File: src/rtl/core_pkg.sv
// Shared pipeline definitions: opcodes, writeback selector, hazard FSM states
// and the bundle of stall controls driven by the hazard stall unit.
package core_pkg;

    localparam logic [6:0] OPCODE_LOAD   = 7'b0000011;
    localparam logic [6:0] OPCODE_OPIMM  = 7'b0010011;
    localparam logic [6:0] OPCODE_AUIPC  = 7'b0010111;
    localparam logic [6:0] OPCODE_STORE  = 7'b0100011;
    localparam logic [6:0] OPCODE_OP     = 7'b0110011;
    localparam logic [6:0] OPCODE_LUI    = 7'b0110111;
    localparam logic [6:0] OPCODE_BRANCH = 7'b1100011;
    localparam logic [6:0] OPCODE_JALR   = 7'b1100111;
    localparam logic [6:0] OPCODE_JAL    = 7'b1101111;

    typedef enum logic [1:0] {
        NO_WRITEBACK,
        ALU_WRITEBACK,
        LOAD_WRITEBACK,
        PC_WRITEBACK
    } write_back_mux_selector;

    typedef enum logic [1:0] {
        IDLE,
        MEM_WAIT,
        ERROR
    } hazard_state_e;

    typedef struct packed {
        logic pc_stall;
        logic if_id_stall;
        logic id_ex_bubble;
        logic id_ex_stall;
        logic ex_mem_stall;
        logic mem_timeout;
    } hazard_ctrl_t;

    localparam hazard_ctrl_t CTRL_NONE = '0;

    localparam hazard_ctrl_t CTRL_LOAD_USE = '{
        pc_stall:     1'b1,
        if_id_stall:  1'b1,
        id_ex_bubble: 1'b1,
        default:      1'b0
    };

    // Whole-pipeline freeze; the timeout flag rides along only in the error state.
    function automatic hazard_ctrl_t ctrl_freeze(input logic timeout);
        hazard_ctrl_t c;
        c              = CTRL_NONE;
        c.pc_stall     = 1'b1;
        c.if_id_stall  = 1'b1;
        c.id_ex_stall  = 1'b1;
        c.ex_mem_stall = 1'b1;
        c.mem_timeout  = timeout;
        return c;
    endfunction

endpackage

File: src/rtl/src_use_decode.sv
// Maps an instruction opcode to which source register fields it actually reads.
// Shared with the forwarding control so both agree on operand usage.
module src_use_decode
    import core_pkg::*;
(
    input  logic [6:0] opcode,
    output logic       uses_rs1,
    output logic       uses_rs2
);

    always_comb begin
        uses_rs1 = 1'b0;
        uses_rs2 = 1'b0;
        case (opcode)
            OPCODE_OP, OPCODE_STORE, OPCODE_BRANCH: begin
                uses_rs1 = 1'b1;
                uses_rs2 = 1'b1;
            end
            OPCODE_OPIMM, OPCODE_LOAD, OPCODE_JALR: begin
                uses_rs1 = 1'b1;
            end
            // Immediate-only and jump forms carry garbage in the rs fields.
            OPCODE_LUI, OPCODE_AUIPC, OPCODE_JAL: begin
                uses_rs1 = 1'b0;
                uses_rs2 = 1'b0;
            end
            default: begin
                uses_rs1 = 1'b0;
                uses_rs2 = 1'b0;
            end
        endcase
    end

endmodule

File: src/rtl/hazard_stall_unit.sv
// Load-use bubble and data-memory wait freeze for the 5-stage pipeline.
// Optional HAZARD_PERF_CNT_EN adds saturating stall-cycle counters.
module hazard_stall_unit
    import core_pkg::*;
#(
    parameter int unsigned MAX_WAIT   = 15,
    parameter int unsigned WAIT_CNT_W = 8
) (
    input  logic                  clk,
    input  logic                  reset,
    input  logic [6:0]            id_instr_opcode_ip,
    input  logic [4:0]            id_rs1_ip,
    input  logic [4:0]            id_rs2_ip,
    input  logic [4:0]            ID_EX_dest_ip,
    input  write_back_mux_selector ID_EX_wb_mux_ip,
    input  logic                  dmem_req_ip,
    input  logic                  dmem_ready_ip,
    output logic                  pc_stall_op,
    output logic                  if_id_stall_op,
    output logic                  id_ex_bubble_op,
    output logic                  id_ex_stall_op,
    output logic                  ex_mem_stall_op,
    output logic                  mem_timeout_op,
`ifdef HAZARD_PERF_CNT_EN
    output logic [31:0]           lu_stall_cnt_op,
    output logic [31:0]           mem_stall_cnt_op,
`endif
    output hazard_state_e         state_dbg
);

    localparam logic [WAIT_CNT_W-1:0] WAIT_LIMIT = WAIT_CNT_W'(MAX_WAIT);

    hazard_state_e         state;
    logic [WAIT_CNT_W-1:0] wait_cnt;
    logic                  uses_rs1;
    logic                  uses_rs2;
    logic                  rs1_hit;
    logic                  rs2_hit;
    logic                  load_use;
    logic                  mem_wait;
    hazard_ctrl_t          ctrl;

    src_use_decode u_src_use_decode (
        .opcode   (id_instr_opcode_ip),
        .uses_rs1 (uses_rs1),
        .uses_rs2 (uses_rs2)
    );

    // dest != 0 also filters out x0 sources, since a hit requires equality.
    assign rs1_hit  = uses_rs1 && (id_rs1_ip == ID_EX_dest_ip);
    assign rs2_hit  = uses_rs2 && (id_rs2_ip == ID_EX_dest_ip);
    assign load_use = (ID_EX_wb_mux_ip == LOAD_WRITEBACK) && (ID_EX_dest_ip != 5'd0)
                      && (rs1_hit || rs2_hit);

    // dmem handshake: an access is pending while req is high; it completes in the
    // cycle ready is high. Any req-without-ready cycle must freeze the pipeline.
    assign mem_wait = dmem_req_ip && !dmem_ready_ip;

    always_ff @(posedge clk) begin
        if (reset) begin
            state    <= IDLE;
            wait_cnt <= '0;
        end else begin
            case (state)
                IDLE: begin
                    if (mem_wait) begin
                        state    <= MEM_WAIT;
                        wait_cnt <= WAIT_CNT_W'(1);
                    end
                end
                MEM_WAIT: begin
                    if (dmem_ready_ip) begin
                        state    <= IDLE;
                        wait_cnt <= '0;
                    end else if (wait_cnt == WAIT_LIMIT) begin
                        state <= ERROR;
                    end else begin
                        wait_cnt <= wait_cnt + WAIT_CNT_W'(1);
                    end
                end
                ERROR: begin
                    state <= ERROR;
                end
                default: begin
                    state    <= IDLE;
                    wait_cnt <= '0;
                end
            endcase
        end
    end

    // Mealy outputs so a stall takes effect in the cycle its cause appears.
    always_comb begin
        ctrl = CTRL_NONE;
        case (state)
            IDLE: begin
                if (mem_wait) begin
                    ctrl = ctrl_freeze(1'b0);
                end else if (load_use) begin
                    ctrl = CTRL_LOAD_USE;
                end
            end
            MEM_WAIT: begin
                if (!dmem_ready_ip) begin
                    ctrl = ctrl_freeze(1'b0);
                end
            end
            ERROR: begin
                ctrl = ctrl_freeze(1'b1);
            end
            default: begin
                ctrl = CTRL_NONE;
            end
        endcase
    end

    assign pc_stall_op     = ctrl.pc_stall;
    assign if_id_stall_op  = ctrl.if_id_stall;
    assign id_ex_bubble_op = ctrl.id_ex_bubble;
    assign id_ex_stall_op  = ctrl.id_ex_stall;
    assign ex_mem_stall_op = ctrl.ex_mem_stall;
    assign mem_timeout_op  = ctrl.mem_timeout;
    assign state_dbg       = state;

`ifdef HAZARD_PERF_CNT_EN
    logic [31:0] lu_cnt;
    logic [31:0] mem_cnt;

    always_ff @(posedge clk) begin
        if (reset) begin
            lu_cnt  <= '0;
            mem_cnt <= '0;
        end else begin
            if (ctrl.id_ex_bubble && (lu_cnt != 32'hFFFF_FFFF)) begin
                lu_cnt <= lu_cnt + 32'd1;
            end
            if (ctrl.ex_mem_stall && (mem_cnt != 32'hFFFF_FFFF)) begin
                mem_cnt <= mem_cnt + 32'd1;
            end
        end
    end

    assign lu_stall_cnt_op  = lu_cnt;
    assign mem_stall_cnt_op = mem_cnt;
`endif

endmodule

File: config.mk
export PLATFORM = sky130hd
export DESIGN_NAME = hazard_stall_unit
export DESIGN_NICKNAME = d
export VERILOG_FILES = /design/src/rtl/core_pkg.sv /design/src/rtl/src_use_decode.sv /design/src/rtl/hazard_stall_unit.sv
export SDC_FILE = /design/constraint.sdc
export NUM_CORES = 1
export LEC_CHECK = 0
export CAP_MARGIN = 20
export CORE_AREA = 4 4 47 49
export DETAILED_ROUTE_END_ITERATION = 6
export DIE_AREA = 0 0 51 53
export HOLD_SLACK_MARGIN = 0.08
export PLACE_DENSITY = 0.91
export SLEW_MARGIN = 20
export SYNTH_ARGS = -nofsm -noshare
export SYNTH_HDL_FRONTEND = slang
export SYNTH_SLANG_ARGS = --single-unit
File: constraint.sdc
create_clock -name clk -period 5.9 [get_ports clk]
set_input_delay 1.77 -clock clk [delete_from_list [all_inputs] [get_ports clk]]
set_output_delay 1.77 -clock clk [all_outputs]
set_load 0.02 [all_outputs]
==> results of run 1 <==
[layer usage]
metal,vias up,wire length (µm)
li1,412,-
met1,380,866
met2,35,916
met3,3,230
met4,0,23
met5,-,0
[Yosys cell counts]
library cell and n:
a2111o_1 2, a2111oi_0 1, a211o_1 1, a211oi_1 1
a21oi_1 4, a22oi_1 1, and2_4 1, and3_1 2
buf_4 2, buf_6 1, clkbuf_1 1, dfxtp_1 10
ha_1 1, inv_1 5, nand2_1 6, nand2b_1 1
nand3_1 6, nand4b_1 1, nor2_1 8, nor2b_1 1
nor3_1 2, nor3b_1 1, nor4_1 2, o2111ai_1 6
o211ai_1 1, o21ai_0 4, o21bai_1 1, o221ai_1 1
o22ai_1 1, or4_1 2, or4_4 1, or4b_4 1
xor2_1 13
[through the flow]
step	power [mW]	hold WS (ns)	utilization	instance area (µm²)
after global routing	0.173	0.543	0.604	1120
after floorplan	0.0928	0.468	-	748
after detailed placement	0.119	0.501	0.592	1100
final	0.164	0.510	0.604	1120
after global placement	0.118	0.488	0.592	1100
after CTS	0.166	0.512	0.604	1120
[flip-flops by register name, indices dropped and copies added, names as in the netlist]
signal / cells
state_dbg: 2
wait_cnt: 8
[power by group]
group,leakage [nW],internal [mW],switching (mW)
Clock,0.0138,0.0236,0.0228
Combinational,0.336,0.0277,0.0194
Sequential,0.0810,0.0687,0.00197
[worst register-to-register path, delay by kind of cell, from the launching register on]
family,cells,cell delay [ns]
flip-flops,1,0.34
AO/OA/AOI/OAI,2,0.66
AND/OR/NAND/NOR,2,0.62
[final timing paths]
check / endpoint / cells past startpoint
max: id_ex_bubble_op / 6
min: wait_cnt[1] / 2
max reg2reg: wait_cnt[3] / 4
min reg2reg: wait_cnt[1] / 2
[final cells by class]
type / instances / area share
flip-flops and latches: 10 / 0.178
inverters: 5 / 0.0167
repair buffers: 35 / 0.311
clock buffers: 3 / 0.0200
well taps: 27 / 0.0300
multi-input cells: 73 / 0.444
[logic make-up (layout without fill, tap and decap cells)]
family                     Yosys count  after routing  synth area share
adders and majority gates            1              1            0.0167
DFF                                 10             10             0.268
and+or+nand+nor                     35             35             0.261
AOI/OAI and AO/OA                   24             24             0.237
buffers and inverters                9             43            0.0652
xor gates and xnor gates            13             13             0.152
==> impl_metrics.py, run 1 <==
metrics = {
    "drt": {
        "routed_via_density": 5.42,
        "drt-total-wl_um": 2040,
        "postRouteAntennaNets": 0,
        "first_iter_violations": 7,
        "wl_per_cell_um": 13.3,
        "drcViolationCount": 0,
        "vias": 830,
        "dr.pass1.iters": 4,
    },
    "logic_synthesis": {
        "yosysWarnings": 0,
        "syn-num-nets": 121,
        "synth_top_area_share": 0.268,
        "ys_seq_area_frac": 0.268,
        "syn_area_per_cell_um2": 8.13,
        "syn-cell-area_um2": 748,
        "synth_top_area_cell": "dfxtp_1",
        "syn-instance-count": 92,
        "ys_top_cells_by_area": "dfxtp_1 27%, xor2_1 15%, o2111ai_1 7.0%",
        "synthDistinctLibCells": 33,
        "ys_seq_elements": 10,
    },
    "clocking": {
        "hold_buffers": 0,
        "post_cts_resized": 0,
        "cts_max_level": 1,
        "post_cts_buffers": 0,
        "numCtsBuffers": 3,
        "clk_latency_ns": 0.27,
        "root_buffer": "clkbuf_4",
        "cts.sinks": 10,
        "path_clk_slew_ns": 0.06,
        "cts_tree": "done",
        "clock_path_buffers": 2,
    },
    "final_layout": {
        "drive_gt1_frac": 0.0476,
        "final_cell_mix": "35 x clkdlybuf4s50_1, 13 x xor2_1, 10 x dfxtp_1",
        "regArea_um2": 200,
        "area.growth.synth_to_final_pct": 50.3,
        "stdcell_count": 153,
        "final_nets": 157,
        "fillerInstances": 169,
        "multi_input_area_um2": 499,
        "antenna_cells": 0,
        "layout_commonest_cell": "clkdlybuf4s50_1",
    },
    "global_routing": {
        "overflow": 0,
        "grt_pass1_wl_um": 3110,
        "grt_pass1_vias": 727,
        "globalRouteMet3Util": 0.0592,
        "grt_util_met2": 0.264,
        "antenna_found_initial": 0,
        "grt.total_usage": 0.152,
        "grt.met1_usage": 0.168,
        "grt_max_degree": 14,
        "top_usage_layer": "met2",
    },
    "worst_setup_path": {
        "slowest_stage": "clkdlybuf4s50_1",
        "crit_top_cell": "clkdlybuf4s50_1",
        "crit_fanout": 3,
        "rrSetupSlack_ns": 4.17,
        "critPathRequiredTime_ns": 4.13,
        "slowest_delay_ns": 0.63,
        "r2r-start": "wait_cnt[5]",
        "cpLargestDelayFamily": "buffers and inverters",
        "crit_path_start_kind": "input pin",
        "cp_cell_sequence": "clkdlybuf4s50_1, xor2_1, a2111oi_0, a22oi_1, nor3_1, clkdlybuf4s50_1",
        "timing.critical_path.from": "ID_EX_dest_ip[0]",
        "cp.arrival_ns": 3.89,
        "endpoint_kind": "output pin",
        "path_buf_inv": 2,
        "critPathKind": "input pin to output pin",
    },
    "power": {
        "max-vdd-ir-drop_uv": 114,
        "power_density_nw_per_um2": 146,
        "power_leakage_nw": 0.431,
    },
    "placement": {
        "dp_hpwl_um": 1690,
        "place.gp.congestion": 0.872,
        "port_buffers": 35,
        "place_ws_ns": 0.209,
        "post-place-cells": 150,
    },
    "job": {
        "cap_violations": 0,
    },
    "timing": {
        "finalClockSkew_ns": 0.000719,
        "fin_crit_sh": 0.960,
        "setup_ws_ns": 0.239,
        "final_max_slew_viol_count": 0,
        "max-slew-margin-rel": 0.646,
        "fmax_ghz": 0.177,
        "setup_viol": 0,
        "rsz0062_at_grt": "false",
        "worst_slew_pin_slew_ns": 0.531,
        "hold_viol": 0,
        "min_period_ns": 5.66,
        "setup_tns_ns": 0,
    },
    "die": {
        "fp.dieW_um": 51,
        "die_y_um": 53,
        "core_area_um2": 1860,
        "io_pins": 36,
        "num_rows": 16,
        "initial_core_util": 0.402,
        "dieArea_um2": 2700,
    },
    "hold_path": {
        "min_path_type": "flop to flop",
        "hold_path_startpoint": "wait_cnt[1]",
    },
    "outcome": {
        "outcome": "completed",
    },
}
Note: power is estimated with default switching activity, not from simulation.
==> run 2: changes to the inputs <==
Settings changed: MAX_ROUTING_LAYER set to met4.
==> run 2 against run 1 <==
Net effect:
- sequential power is essentially flat
- clock-buffer cell count is the same
- routed wire length grew 0.79%
- clock power grew 3%
- clock skew is essentially flat
- critical path depth is the same
- critical path type unchanged
- largest cell class unchanged
==> impl_metrics.py, run 2 (synthesis gave the netlist of run 1 again) <==
metrics = {
    "final_layout": {
        "largest_reg_flops": 8,
        "final_nets": 157,
        "stdcell_count": 153,
        "final_util": 0.604,
        "layout_commonest_cell": "clkdlybuf4s50_1",
        "area.growth.synth_to_final_pct": 50.3,
        "final_cell_mix": "35 x clkdlybuf4s50_1, 13 x xor2_1, 10 x dfxtp_1",
        "drive_gt1_frac": 0.0476,
        "antenna_cells": 0,
        "regMostFlops": "wait_cnt",
    },
    "worst_setup_path": {
        "critPathCapture": "id_ex_bubble_op",
        "critPathRequiredTime_ns": 4.13,
        "slowest_stage": "clkdlybuf4s50_1",
        "crit_top_cell": "clkdlybuf4s50_1",
        "worst-path-stages": 6,
        "crit_path_start_kind": "input pin",
        "r2r-start": "wait_cnt[5]",
        "rrSetupSlack_ns": 4.16,
        "path_buf_inv": 2,
        "slowest_delay_ns": 0.63,
        "cpLargestDelayFamily": "buffers and inverters",
        "endpoint_kind": "output pin",
        "critPathKind": "input pin to output pin",
        "cp.arrival_ns": 3.89,
        "crit_fanout": 3,
        "r2r-end": "wait_cnt[3]",
        "timing.critical_path.from": "ID_EX_dest_ip[0]",
        "cp_cell_sequence": "clkdlybuf4s50_1, xor2_1, a2111oi_0, a22oi_1, nor3_1, clkdlybuf4s50_1",
        "rr_worst_depth": 4,
    },
    "power": {
        "power_density_nw_per_um2": 147,
        "p_total_mw": 0.165,
        "power_leakage_nw": 0.431,
        "max-vdd-ir-drop_uv": 114,
    },
    "drt": {
        "routed_via_density": 5.42,
        "dr.pass1.iters": 4,
        "vias": 830,
        "drcViolationCount": 0,
        "wl_per_cell_um": 13.4,
        "drt-total-wl_um": 2050,
        "first_iter_violations": 7,
        "postRouteAntennaNets": 0,
    },
    "clocking": {
        "post_cts_resized": 0,
        "numCtsBuffers": 3,
        "post_cts_buffers": 0,
        "path_clk_slew_ns": 0.06,
        "cts_tree": "done",
        "root_buffer": "clkbuf_4",
        "cts_max_level": 1,
        "hold_buffers": 0,
        "cts.sinks": 10,
        "clock_path_buffers": 2,
        "clk_latency_ns": 0.27,
    },
    "timing": {
        "worst_slew_pin_slew_ns": 0.538,
        "rsz0062_at_grt": "false",
        "setup_tns_ns": 0,
        "fin_crit_sh": 0.959,
        "finalClockSkew_ns": 0.000957,
        "final_max_slew_viol_count": 0,
        "hold_viol": 0,
        "setup_viol": 0,
        "fmax_ghz": 0.177,
        "max-slew-margin-rel": 0.641,
        "setup_ws_ns": 0.242,
        "min_period_ns": 5.66,
    },
    "die": {
        "io_pins": 36,
        "die_y_um": 53,
        "fp.dieW_um": 51,
        "num_rows": 16,
        "initial_core_util": 0.402,
        "dieArea_um2": 2700,
        "core_area_um2": 1860,
    },
    "global_routing": {
        "antenna_found_initial": 0,
        "grt.total_usage": 0.157,
        "grt_max_degree": 14,
        "grt_pass1_wl_um": 3130,
        "overflow": 0,
        "grt_pass1_vias": 727,
    },
    "placement": {
        "dp_hpwl_um": 1690,
        "post-place-cells": 150,
        "place.gp.congestion": 0.886,
        "port_buffers": 35,
        "place_ws_ns": 0.209,
    },
    "hold_path": {
        "min_path_cells": 2,
        "min_path_type": "flop to flop",
    },
    "job": {
        "cap_violations": 0,
    },
    "outcome": {
        "outcome": "completed",
    },
}
run 2: cell counts in the layout (fill, tap and decap cells not counted):
Identical to the previous run, type by type.
run 2: layer usage:
metal / wire length (µm) / up-vias / share of wire / global-route usage
li1: - / 414 / - / -
met1: 858 / 376 / 0.42 / 0.169
met2: 926 / 37 / 0.45 / 0.264
met3: 246 / 3 / 0.12 / 0.0592
met4: 22 / 0 / 0.011 / 0.0538
met5: 0 / - / 0 / -
run 2: layout make-up:
type,count,area [µm²]
flip-flops and latches,10,200
clock buffers,3,22.5
fillers,169,737
multi-input cells,73,499
well taps,27,33.8
inverters,5,18.8
repair buffers,35,350
run 2: worst min-delay path by stage:
| stage | slack, ns | from | to |
|---|---|---|---|
| floorplan | 0.47 | wait_cnt[1] | wait_cnt[1] |
| global placement | 0.49 | wait_cnt[7] | wait_cnt[7] |
| detailed placement | 0.50 | wait_cnt[1] | wait_cnt[1] |
| CTS | 0.51 | wait_cnt[1] | wait_cnt[1] |
| global route | 0.54 | wait_cnt[7] | wait_cnt[7] |
| finish | 0.51 | wait_cnt[1] | wait_cnt[1] |
run 2: power breakdown:
group / switching, mW / total [mW] / internal (mW)
logic: 0.0194 / 0.0471 / 0.0277
registers: 0.00192 / 0.0706 / 0.0687
clock network: 0.0239 / 0.0476 / 0.0236
run 2: worst min-delay path, cell delays in order, from the launching register on:
cell     delay, ns
dfxtp_1       0.34
nand3_1       0.07
a21oi_1       0.06
run 2: through the flow:
step | hold WS [ns] | instance area, µm²
3_5_place_dp | 0.501 | 1100
6_report | 0.514 | 1120
4_1_cts | 0.512 | 1120
2_1_floorplan | 0.468 | 748
3_3_place_gp | 0.488 | 1100
5_1_grt | 0.543 | 1120
